==> config.mk <==
export PLATFORM = sky130hd
export DESIGN_NAME = col_skew_feeder
export DESIGN_NICKNAME = d
export VERILOG_FILES = /design/src/rtl/col_skew_feeder.sv
export SDC_FILE = /design/constraint.sdc
export NUM_CORES = 1
export LEC_CHECK = 0
export ABC_AREA = 1
export BUFFER_PORTS_ARGS = -buffer_cell sky130_fd_sc_hd__buf_2
export CORE_UTILIZATION = 45
export DETAILED_ROUTE_END_ITERATION = 8
export PLACE_DENSITY_LB_ADDON = 0.3
export SLEW_MARGIN = 25
export SYNTH_ARGS = -nofsm -noshare
export SYNTH_HDL_FRONTEND = slang
export SYNTH_SLANG_ARGS = --single-unit
export TNS_END_PERCENT = 20
==> constraint.sdc <==
create_clock -name clk -period 3.3 [get_ports clk]
set_clock_uncertainty 0.15 [all_clocks]
set_input_delay 0.33 -clock clk [delete_from_list [all_inputs] [get_ports clk]]
set_output_delay 0.33 -clock clk [all_outputs]
set_load 0.02 [all_outputs]
==> src/rtl/col_skew_feeder.sv <==
// Drains three column FIFOs in lock-step and presents the words to the systolic array.
// Lane k is delayed by k-1 cycles so that the data arrives as a diagonal wavefront.
module col_skew_feeder #(
    parameter int unsigned DATA_WIDTH = 32,
    parameter int unsigned LEN_WIDTH  = 16
) (
    input  logic                  clk,
    input  logic                  rst,
    input  logic                  start,
    input  logic [LEN_WIDTH-1:0]  len,
    input  logic                  array_ready,
    input  logic                  empty1,
    input  logic                  empty2,
    input  logic                  empty3,
    output logic                  rd_en1,
    output logic                  rd_en2,
    output logic                  rd_en3,
    input  logic [DATA_WIDTH-1:0] dout1,
    input  logic [DATA_WIDTH-1:0] dout2,
    input  logic [DATA_WIDTH-1:0] dout3,
    output logic [DATA_WIDTH-1:0] col_out1,
    output logic [DATA_WIDTH-1:0] col_out2,
    output logic [DATA_WIDTH-1:0] col_out3,
    output logic                  col_valid1,
    output logic                  col_valid2,
    output logic                  col_valid3,
    output logic                  busy,
    output logic                  done
);

    localparam int unsigned FCNT_W = 2;
    localparam logic [FCNT_W-1:0] FLUSH_LAST = FCNT_W'(3);

    typedef enum logic [1:0] {
        IDLE  = 2'd0,
        RUN   = 2'd1,
        FLUSH = 2'd2
    } state_t;

    state_t                state_q, state_d;
    logic [LEN_WIDTH-1:0]  remaining_q, remaining_d;
    logic [FCNT_W-1:0]     flush_cnt_q, flush_cnt_d;
    logic                  rd_go_c;

    logic                  rd_flag_q;
    logic                  s0_v_q;
    logic [DATA_WIDTH-1:0] s0_d1_q, s0_d2_q, s0_d3_q;
    logic                  l2_v_q;
    logic [DATA_WIDTH-1:0] l2_d_q;
    logic                  l3a_v_q, l3b_v_q;
    logic [DATA_WIDTH-1:0] l3a_d_q, l3b_d_q;

    // All-or-nothing read: every lane must have data and the array must accept it.
    assign rd_go_c = (state_q == RUN) && (remaining_q != '0) && !empty1 && !empty2
                     && !empty3 && array_ready;

    // State register and control counters
    always_ff @(posedge clk) begin
        if (rst) begin
            state_q     <= IDLE;
            remaining_q <= '0;
            flush_cnt_q <= '0;
        end else begin
            state_q     <= state_d;
            remaining_q <= remaining_d;
            flush_cnt_q <= flush_cnt_d;
        end
    end

    // Next-state logic; a zero-length start jumps straight to the final flush cycle.
    always_comb begin
        state_d     = state_q;
        remaining_d = remaining_q;
        flush_cnt_d = flush_cnt_q;
        case (state_q)
            IDLE: begin
                if (start) begin
                    if (len != '0) begin
                        remaining_d = len;
                        state_d     = RUN;
                    end else begin
                        flush_cnt_d = FLUSH_LAST;
                        state_d     = FLUSH;
                    end
                end
            end
            RUN: begin
                if (rd_go_c) begin
                    remaining_d = remaining_q - LEN_WIDTH'(1);
                    if (remaining_q == LEN_WIDTH'(1)) begin
                        flush_cnt_d = '0;
                        state_d     = FLUSH;
                    end
                end
            end
            FLUSH: begin
                if (flush_cnt_q == FLUSH_LAST) begin
                    state_d = IDLE;
                end else begin
                    flush_cnt_d = flush_cnt_q + FCNT_W'(1);
                end
            end
            default: state_d = IDLE;
        endcase
    end

    // Control outputs decoded from state
    always_comb begin
        rd_en1 = rd_go_c;
        rd_en2 = rd_go_c;
        rd_en3 = rd_go_c;
        busy   = (state_q != IDLE);
        done   = (state_q == FLUSH) && (flush_cnt_q == FLUSH_LAST);
    end

    // Skew pipeline shifts every cycle; bubbles travel as valid=0 with zero data.
    always_ff @(posedge clk) begin
        if (rst) begin
            rd_flag_q <= 1'b0;
            s0_v_q    <= 1'b0;
            s0_d1_q   <= '0;
            s0_d2_q   <= '0;
            s0_d3_q   <= '0;
            l2_v_q    <= 1'b0;
            l2_d_q    <= '0;
            l3a_v_q   <= 1'b0;
            l3a_d_q   <= '0;
            l3b_v_q   <= 1'b0;
            l3b_d_q   <= '0;
        end else begin
            rd_flag_q <= rd_go_c;
            s0_v_q    <= rd_flag_q;
            s0_d1_q   <= rd_flag_q ? dout1 : '0;
            s0_d2_q   <= rd_flag_q ? dout2 : '0;
            s0_d3_q   <= rd_flag_q ? dout3 : '0;
            l2_v_q    <= s0_v_q;
            l2_d_q    <= s0_d2_q;
            l3a_v_q   <= s0_v_q;
            l3a_d_q   <= s0_d3_q;
            l3b_v_q   <= l3a_v_q;
            l3b_d_q   <= l3a_d_q;
        end
    end

    assign col_out1   = s0_d1_q;
    assign col_valid1 = s0_v_q;
    assign col_out2   = l2_d_q;
    assign col_valid2 = l2_v_q;
    assign col_out3   = l3b_d_q;
    assign col_valid3 = l3b_v_q;

endmodule
After elaboration in Yosys (flattened, before gate mapping)
Index checks and enable logic that the tools add are counted.

storage, ports and cells
  bits in registers = 216
  input bits = 119
  logic and storage cells = 62

operators by class
  add/subtract/negate cells = 2
  equal/unequal tests = 11
  multiplexer cells = 16
  bitwise operators = 1
  reductions and logical operators = 19

operators with widths
  operator                                                                count
  16-bit two-way mux                                                      3
  16-bit case mux with 2 select lines                                     1
  16-bit nonzero test                                                     2
  2-bit two-way mux                                                       10
  16-bit by 1-bit equality test with 1-bit output, second input constant  1
  16-bit by 1-bit subtractor with 16-bit output, second input constant    1
  2-bit != test, second input constant                                    6
  2-bit case mux with 3 select lines                                      2
  4-bit AND reduction                                                     2
  1-bit logical AND                                                       6
  6-bit AND reduction                                                     1
  2-bit equality test, second input constant                              2
  2-bit nonzero test                                                      2
  1-bit zero test                                                         3
  3-bit nonzero test                                                      1
  2-bit by 1-bit adder with 2-bit output, second input constant           1
  2-bit by 1-bit equality test with 1-bit output, second input constant   1
  2-bit zero test                                                         1
  2-bit by 1-bit != test with 1-bit output, second input constant         1
  2-bit OR reduction                                                      1
  1-bit NOT                                                               1

Logic depth before layout (Yosys ltp)
Gate-level depths: netlist of the first run.

  word-level depth = 8
  mapped depth = 12
  depth with buffers taken out = 12

Worst setup path before layout of the first run
OpenSTA, ideal clock, no wires.

  kind = flip-flop to output port
  start = register remaining_q[0]
  end = output port rd_en2
  arrival time = 1.167 ns
  required time = 2.820 ns
  setup slack = 1.653 ns
  cell stages (with the launch flop) = 9
  cells stage by stage = dfxtp_1 > inv_1 > ha_1 > nand2_1 > nor2_1 > nand2_1 > nand2_2 > inv_1 > buf_4

on the way
  longest elaborated chain between the ends = 6

ends and longest elaborated chain
  element                         line  source
  start: declaration              41    logic [LEN_WIDTH-1:0] remaining_q, remaining_d;
  start signal: assignment        65    remaining_q <= remaining_d;
  16-bit nonzero test             54    assign rd_go_c = (state_q == RUN) && (remaining_q != '0) && !empty1 && !empty2
  1-bit logical AND (3 in a row)  54
  1-bit logical AND (2 in a row)  55    && !empty3 && array_ready;
  end: declaration                16    output logic rd_en2,

No other way between the ends.

Worst setup path after layout of the first run
  start = register state_q[1]
  end = register remaining_q[14]

on the way
  longest elaborated chain between the ends = 8
  elaborated cells between the ends (all ways) = 13
  those cells by class = 4 x eq/ne; 1 x mux; 8 x reduce/logical

ends and longest elaborated chain
  element                                         line    source
  start: declaration                              40      state_t state_q, state_d;
  start signal: assignment                        64      state_q <= state_d;
  2-bit by 1-bit equality test with 1-bit output  54, 75
  1-bit logical AND (3 in a row)                  54
  1-bit logical AND (2 in a row)                  55
  2-bit != test (no source line)                  n/a
  4-bit AND reduction (no source line)            n/a

Several ways; a longest one is shown, not always the timed one.
A chain may end at the register's enable or synchronous reset.

==> flow_summary_export.csv, run 1 <==
group,metric,value,unit
critical_path,ff2ff_setup_slack,0.94,ns
synthesis,ys_top_cells_by_count,"262 x nor2_1, 225 x inv_1, 216 x dfxtp_1",
floorplanning,die_w,127,um
floorplanning,start_util,46.4,%
critical_path,slowest_delay,0.54,ns
critical_path,start_kind,"register",
synthesis,synth_area_leaders,"dfxtp_1 61%, nor2_1 14%, inv_1 12%",
critical_path,crit_start,"state_q[1]",
drt,wl_per_cell,11.8,um
cts,cts_tree,"done",
synthesis,synthArstFlopShare,0,%
global_routing,grt_use_met3,5.74,%
synthesis,synthesis.nets,1022,
synthesis,synthCells,899,
synthesis,synth_top_area_share,61.0,%
critical_path,crit_path_end_kind,"register",
critical_path,critical_path_class,"register to register",
critical_path,critPathTopFamily,"simple AND/OR/NAND/NOR gates",
critical_path,timing.rr.start,"state_q[1]",
finish,stdcell_count,1442,
synthesis,syn_avg_cell_area,7.88,um2
timing,slew_viol_final,0,
finish,utilization,66.1,%
global_routing,grt_pass1_wl,27.0,mm
placed_design,placed_cells,1306,
synthesis,synth_cell_type_count,23,
power_and_ir_drop,powerDensity,657,nW/um2
global_routing,grt-ovfl-total,0,
critical_path,worst-path-stages,7,
cts,cts_root_buffer,"clkbuf_16",
power_and_ir_drop,intPower,4.71,mW
finish,nNetsFinal,1340,
placed_design,dp_hpwl,9.60,mm
drt,first_pass_iters,4,
hold_path,hp-class,"primary input to register",
global_routing,grt_max_degree,101,
critical_path,worstReg2RegEnd,"remaining_q[14]",
finish,register_area,4320,um2
global_routing,grt_pass1_vias,6061,
global_routing,global_route.usage.met2,39.2,%
drt,vias,6063,
critical_path,cpMostUsedCell,"nand2_2",
critical_path,required,3.53,ns
job,cap_violations,0,
drt,ant_nets,0,
synthesis,synth-seq-area-share,61.0,%
placed_design,io_buffers,222,
critical_path,crit_buf_inv,2,
drt,routed_wl,17.0,mm
drt,drc,0,
timing,worst_pin_slew,0.796,ns
outcome,status,"complete, no violations",
cts,cts_buffer_depth,3,
finish,multi_input_area,1770,um2
finish,n_antenna_cell,0,
timing,hold_viol_final,0,
critical_path,crit_path_max_fanout,28,
floorplanning,rows,45,
cts,cts_resized,0,
timing,setup_tns,0,ns
synthesis,yosysTopAreaCell,"dfxtp_1",
global_routing,use_met1,21.1,%
power_and_ir_drop,p_sw,1.91,mW
global_routing,busiest_layer,"met2",
critical_path,arrival,2.59,ns
timing,fmax,0.424,GHz
floorplanning,die-area,16200,um2
global_routing,antenna_found_initial,0,
timing,setup_viol_count_final,0,
finish,layout-drive-gt1-share,23.0,%
drt,via_per_inst,4.20,
global_routing,gr-usage-all-layers,20.7,%
synthesis,yosysMostFrequentCell,"nor2_1",
critical_path,endpoint,"remaining_q[14]",
timing,post-route-min-period,2.36,ns
floorplanning,die_h,127,um
synthesis,synth-seq-cells,216,
timing,maxSlewHeadroom,47.0,%
critical_path,cp_slowest_cell,"clkinv_1",
critical_path,r2r_cells,7,
synthesis,synth_edf_count,0,
synthesis,ys.flop_type,"dfxtp_1",
power_and_ir_drop,seqPwrFrac,42.9,%
critical_path,cp_cell_sequence,"inv_2 > nand2_2 > clkinv_1 > nand2_2 > nand3_4 > a21oi_1 > nor2_1",
floorplanning,ioPinCount,223,
timing,fin_crit_sh,71.5,%
power_and_ir_drop,combPwrFrac,19.3,%
power_and_ir_drop,switching_share,28.9,%
finish,area_delta_synth_final,42.4,%
synthesis,synth_warnings,0,
power_and_ir_drop,vdd_drop_max,0.501,mV
placed_design,routabilityCongestion,0.866,
finish,num-fill-cells,1184,
cts,postCtsSetupBuffers,0,
cts,cts_max_level,1,
cts,clk_pin_slew_worst_paths,0.06,ns
power_and_ir_drop,leakage,5.25,nW
cts,numCtsBuffers,23,
synthesis,synth.cell_area,7080,um2
power_and_ir_drop,clockPowerShare,37.8,%
cts,clock_sinks,216,
drt,drt_iter0_drc,227,
floorplanning,core,15300,um2
cts,clk_latency,0.50,ns
timing,rsz0062_at_grt,"no",
-- tightest hold or removal path: cells and delay by family --
kind	cells	cell delay, ns
buf+inv	1	0.08
simple gates	4	0.22
-- power by group through the flow --
stage	Clock (mW)	Combinational [mW]	Sequential (mW)
after global placement	0	1.15	2.89
after global routing	2.66	1.47	2.85
after detailed placement	0	1.18	2.90
after floorplan	0	0.953	2.87
after CTS	2.53	1.27	2.84
final	2.50	1.28	2.84
-- worst min-delay path by stage --
stage                start               to  slack, ns  cells past startpoint
2_1_floorplan   s0_d2_q[0]      col_out2[0]       0.24                      2
3_3_place_gp   s0_d2_q[26]     col_out2[26]       0.24                      2
3_5_place_dp   l3a_d_q[10]     col_out3[10]       0.24                      2
4_1_cts            len[13]  remaining_q[13]       0.01                      5
5_1_grt             len[9]   remaining_q[9]       0.05                      5
6_report            len[5]   remaining_q[5]       0.03                      5
-- cells in the final DEF, fill, tap and decap left out --
master	n
nand4_1	3
buf_16	1
nor2_1	262
inv_1	225
nand2_4	1
dfxtp_1	216
nand2_2	4
bufinv_16	1
inv_2	1
nand3_1	20
clkbuf_1	2
nor2_4	2
nand3_4	1
a21oi_1	5
clkinv_1	1
inv_6	1
nand2_1	98
clkbuf_8	7
ha_1	4
nor2_2	6
dlygate4sd3_1	96
clkinv_2	5
xor2_1	1
o21ai_0	12
nand3b_1	1
buf_4	5
clkbuf_16	23
nor3_1	2
buf_2	221
or2_2	4
-- registers in the layout, indices dropped and copies added (netlist names) --
| register | count |
|---|---|
| l3a_d_q | 32 |
| col_out1 | 32 |
| state_q | 2 |
| col_valid3 | 1 |
| flush_cnt_q | 2 |
| col_out3 | 32 |
| s0_d3_q | 32 |
| rd_flag_q | 1 |
| s0_d2_q | 32 |
| l3a_v_q | 1 |
| col_out2 | 32 |
| remaining_q | 16 |
| col_valid1 | 1 |
-- stage by stage --
stage / setup slack (ns) / hold slack [ns] / power (mW) / cell area (um2)
floorplan: 1.65 / 0.238 / 3.82 / 7080
global placement: 1.06 / 0.238 / 4.04 / 8350
detailed placement: 0.960 / 0.242 / 4.08 / 8350
CTS: 0.939 / 0.0106 / 6.64 / 10100
global route: 0.712 / 0.0456 / 6.98 / 10100
finish: 0.939 / 0.0273 / 6.63 / 10100
-- metal layers --
metal	wire, um	vias up	part of all wire [%]
li1	-	3151	-
met1	6440	2684	38
met2	8800	178	52
met3	1140	50	6.7
met4	583	0	3.4
met5	0	-	0
-- final cells by class --
type	count	area share, %
well taps	211	2.62
clock inverters	7	0.633
repair buffers	323	21.1
inverters	227	8.45
flip-flops and latches	216	42.9
multi-input cells	426	17.6
clock buffers	32	6.74
-- cells by family after synthesis --
logic type	after synthesis	synth area share, %
flops	216	61.0
xor+xnor	1	0.124
compound gates	17	1.20
fa+ha+maj	4	0.706
simple gates	404	22.9
buf+inv	257	14.1
-- what timing repair did --
action                                 in CTS  in global routing
hold buffers                               96                  0
endpoints found under the hold margin      96                  0
setup endpoints to repair                   0                  0
Power figures use the tool's default switching activity.
==> inputs of run 2 (changes only) <==
clock period = 2.2 ns   (was 3.3 ns; I/O delays follow)
==> run 2 against run 1 <==
Utilization grew 1.3 points. Non-clock buffer count grew 19. Critical endpoint is now rd_en1. Worst hold slack lost 0.011 ns.
==> flow_summary_export.csv, run 2 (synthesis results as in run 1) <==
group,metric,value,unit
timing,fin_crit_sh,93.5,%
hold_path,hp-class,"primary input to register",
power_and_ir_drop,leakage,5.33,nW
global_routing,grt_max_degree,101,
placed_design,post_dp_cell_area,8400,um2
outcome,status,"complete, no violations",
critical_path,endpoint,"rd_en1",
finish,area_delta_synth_final,45.3,%
floorplanning,die_w,127,um
power_and_ir_drop,powerDensity,971,nW/um2
cts,postCtsSetupBuffers,0,
critical_path,critical_path_class,"register to primary output",
critical_path,crit_start,"remaining_q[0]",
global_routing,antenna_found_initial,0,
global_routing,grt_pass1_vias,6032,
floorplanning,start_util,46.4,%
cts,cts_tree,"done",
critical_path,r2r_cells,9,
timing,worst_pin_slew,0.433,ns
placed_design,dp_hpwl,9.55,mm
cts,cts_root_buffer,"clkbuf_16",
drt,routed_wl,17.0,mm
hold_path,min_from,"array_ready",
placed_design,place_ws,0.390,ns
critical_path,ff2ff_setup_slack,0.40,ns
timing,rsz0062_at_grt,"no",
finish,stdcell_count,1463,
finish,fin_area,10300,um2
drt,drc,0,
drt,via_per_inst,4.19,
placed_design,placed_cells,1309,
floorplanning,die_h,127,um
floorplanning,die-area,16200,um2
timing,setup_ws,0.143,ns
timing,hold_viol_final,0,
global_routing,grt-ovfl-total,0,
floorplanning,core,15300,um2
placed_design,io_buffers,222,
drt,vias,6135,
cts,numCtsBuffers,23,
cts,clk_latency,0.51,ns
drt,wl_per_cell,11.6,um
timing,post-route-min-period,2.06,ns
cts,cts_max_level,1,
finish,final_cell_mix,"262 x nor2_1, 225 x inv_1, 221 x buf_2, 216 x dfxtp_1, 113 x dlygate4sd3_1",
timing,setup_tns,0,ns
drt,drt_iter0_drc,203,
finish,layout-drive-gt1-share,22.8,%
floorplanning,ioPinCount,223,
timing,maxSlewHeadroom,71.1,%
global_routing,grt_pass1_wl,27.1,mm
cts,clk_pin_slew_worst_paths,0.06,ns
finish,nNetsFinal,1359,
hold_path,min_path_cells,5,
timing,fmax,0.486,GHz
timing,setup_viol_count_final,0,
floorplanning,rows,45,
critical_path,required,1.83,ns
cts,cts_resized,0,
critical_path,arrival,1.69,ns
job,cap_violations,0,
placed_design,routabilityCongestion,0.827,
drt,first_pass_iters,4,
global_routing,gr-usage-all-layers,20.8,%
critical_path,crit_path_end_kind,"primary output",
critical_path,start_kind,"register",
critical_path,crit_path_max_fanout,5,
finish,final_common_cell,"nor2_1",
timing,slew_viol_final,0,
cts,clock_sinks,216,
power_and_ir_drop,vdd_drop_max,0.584,mV
power_and_ir_drop,p_total,9.99,mW
drt,ant_nets,0,
critical_path,worstReg2RegEnd,"remaining_q[8]",
critical_path,timing.rr.start,"remaining_q[0]",
cts,cts_buffer_depth,3,
run 2: metal layers:
| metal | vias to the layer above | track usage [%] | routed length (um) |
|---|---|---|---|
| met1 | 2728 | 21.7 | 6810 |
| met4 | 0 | 8.82 | 488 |
| met5 | - | 0 | 0 |
| met2 | 169 | 39.0 | 8590 |
| li1 | 3198 | - | - |
| met3 | 40 | 5.61 | 1100 |
run 2: repair_timing:
item                       CTS  global route
hold endpoints to repair   113             0
setup endpoints to repair    0             0
hold buffers               113             0
run 2: final cells by class:
cell class                      count  area [um2]
Antenna cell                        1        2.50
Clock buffer                       31         656
Clock inverter                      9         100
Fill cell                        1215        4970
Inverter                          227         852
Multi-Input combinational cell    426        1770
Sequential cell                   216        4320
Tap cell                          211         264
Timing Repair Buffer              342        2320
run 2: worst min-delay path by stage:
stage	slack (ns)	to
after floorplan	0.18	col_out1[0]
after global placement	0.24	col_out2[28]
after detailed placement	0.24	col_out3[14]
after CTS	0.003	rd_flag_q
after global routing	0.02	rd_flag_q
final	0.02	rd_flag_q
run 2: report_power, final:
group / switching, mW / leakage, nW / internal [mW]
registers: 0.163 / 1.74 / 4.09
logic: 1.21 / 3.22 / 0.763
clock network: 1.53 / 0.369 / 2.23
total: 2.91 / 5.33 / 7.08
run 2: worst max-delay path, stage by stage, from the launching register on:
cell and delay (ns):
dfxtp_1 0.35, inv_1 0.10, ha_1 0.21, nand2_1 0.07, nor2_1 0.04, nand2_1 0.07
nand2_2 0.07, inv_1 0.10, buf_2 0.17
run 2: stage by stage:
step,hold slack [ns],util (%)
6_report,0.0166,67.4
5_1_grt,0.0166,67.4
4_1_cts,0.00253,67.4
3_5_place_dp,0.242,55.1
3_3_place_gp,0.238,55.1
2_1_floorplan,0.182,-
==> inputs of run 3 (changes only) <==
CORE_UTILIZATION = 30   (was 45)
==> run 3 against run 2 <==
Clock power grew 6.4%. Largest power group unchanged. Non-clock buffer count up 1. Highest routed layer unchanged. Setup slack improved by 0.0074 ns.
==> flow_summary_export.csv, run 3 (synthesis results as in run 1) <==
group,metric,value,unit
global_routing,busiest_layer,"met2",
finish,final_common_cell,"nor2_1",
timing,setup_tns,0,ns
power_and_ir_drop,powerDensity,982,nW/um2
finish,fin_area,10500,um2
floorplanning,start_util,30.9,%
floorplanning,ioPinCount,223,
global_routing,use_met1,15.0,%
global_routing,grt_pass1_wl,27.2,mm
job,cap_violations,0,
timing,setup_viol_count_final,0,
timing,slew_viol_final,0,
global_routing,antenna_found_initial,1,
timing,fmax,0.488,GHz
hold_path,hp-class,"primary input to register",
finish,final_cell_mix,"262 x nor2_1, 224 x inv_1, 218 x buf_2, 216 x dfxtp_1, 113 x dlygate4sd3_1",
power_and_ir_drop,leakage,5.35,nW
floorplanning,die_h,156,um
timing,maxSlewHeadroom,62.4,%
global_routing,grt_pass1_vias,5940,
drt,routed_wl,16.9,mm
placed_design,dp_hpwl,10.2,mm
timing,post-route-min-period,2.05,ns
critical_path,arrival,1.68,ns
placed_design,routabilityCongestion,0.836,
placed_design,io_buffers,222,
floorplanning,die_w,156,um
critical_path,crit_path_end_kind,"primary output",
placed_design,post_dp_cell_area,8520,um2
critical_path,crit_path_max_fanout,5,
floorplanning,rows,55,
cts,numCtsBuffers,24,
global_routing,grt_max_degree,101,
floorplanning,core,22900,um2
critical_path,start_kind,"register",
cts,cts_root_buffer,"clkbuf_16",
timing,fin_crit_sh,93.1,%
drt,vias,6057,
global_routing,global_route.usage.met2,25.0,%
cts,cts_max_level,1,
global_routing,gr-usage-all-layers,13.9,%
finish,nNetsFinal,1361,
critical_path,critical_path_class,"register to primary output",
finish,layout-drive-gt1-share,22.9,%
timing,worst_pin_slew,0.564,ns
drt,wl_per_cell,10.8,um
critical_path,required,1.83,ns
cts,cts_tree,"done",
floorplanning,die-area,24200,um2
drt,via_per_inst,3.87,
power_and_ir_drop,vdd_drop_max,0.665,mV
timing,hold_viol_final,0,
drt,ant_nets,0,
outcome,status,"complete, no violations",
finish,area_delta_synth_final,47.7,%
cts,clk_pin_slew_worst_paths,0.06,ns
global_routing,grt_use_met3,4.58,%
cts,cts_buffer_depth,3,
timing,rsz0062_at_grt,"no",
cts,clk_latency,0.51,ns
cts,postCtsSetupBuffers,0,
drt,drt_iter0_drc,201,
finish,num-fill-cells,2233,
drt,first_pass_iters,4,
cts,clock_sinks,216,
drt,drc,0,
global_routing,grt-ovfl-total,0,
-- run 3: cell types whose count changed in the layout (fill, tap and decap cells not counted), sizes merged --
cell | before | now
inv | 228 | 226
clkinv | 5 | 3
clkinvlp | 2 | 1
clkbuf | 31 | 34
buf | 229 | 230
bufinv | 1 | 2
-- run 3: path summary, 6_finish.rpt --
| path | cells after the start | end | start | slack (ns) |
|---|---|---|---|---|
| setup / recovery | 8 | rd_en1 | remaining_q[1] | 0.15 |
| hold / removal | 5 | rd_flag_q | empty3 | 0.04 |
| setup reg to reg | 10 | remaining_q[6] | remaining_q[0] | 0.41 |
| hold reg to reg | 2 | col_out2[17] | s0_d2_q[17] | 0.25 |
-- run 3: per-layer routing --
metal / wire length, um / share of wire [%]
met1: 6980 / 41
met3: 1100 / 6.5
met5: 0 / 0
met4: 549 / 3.3
met2: 8260 / 49
-- run 3: area by class of cell --
class                           count  area (um2)  area share (%)
Timing Repair Buffer              343        2320            22.2
Antenna cell                        1        2.50          0.0239
Tap cell                          313         392            3.74
Inverter                          227         852            8.14
Sequential cell                   216        4320            41.3
Multi-Input combinational cell    426        1770            16.9
Clock buffer                       34         708            6.77
Clock inverter                      5        92.6           0.885
-- run 3: where the power goes --
group	leakage, nW	internal, mW	switching (mW)
clock	0.389	2.46	1.54
sequential	1.74	4.09	0.164
combinational	3.22	0.788	1.23
-- run 3: worst max-delay path, stage by stage, from the launching register on --
cell     delay, ns
dfxtp_1       0.31
inv_1         0.13
ha_1          0.16
nand2_1       0.05
nor2_1        0.11
nand2_1       0.07
nand2_2       0.09
inv_1         0.09
buf_4         0.17
-- run 3: timing repair --
item | in CTS | in global routing
endpoints found under the setup margin | 0 | 3
hold endpoints to repair | 112 | 0
hold buffers | 113 | 0
resized for setup | 0 | 4
-- run 3: through the flow --
step           instances  hold slack [ns]  worst slack, ns  utilization, %  power, mW
3_5_place_dp        1412            0.242            0.384            37.2       6.19
3_3_place_gp        1412            0.238            0.444            37.2       6.16
6_report            1565           0.0382            0.151            45.7       10.3
4_1_cts             1564           0.0174            0.107            45.6       10.4
2_1_floorplan        899            0.182            0.617               -       5.73
5_1_grt             1565           0.0310          0.00738            45.7       10.9
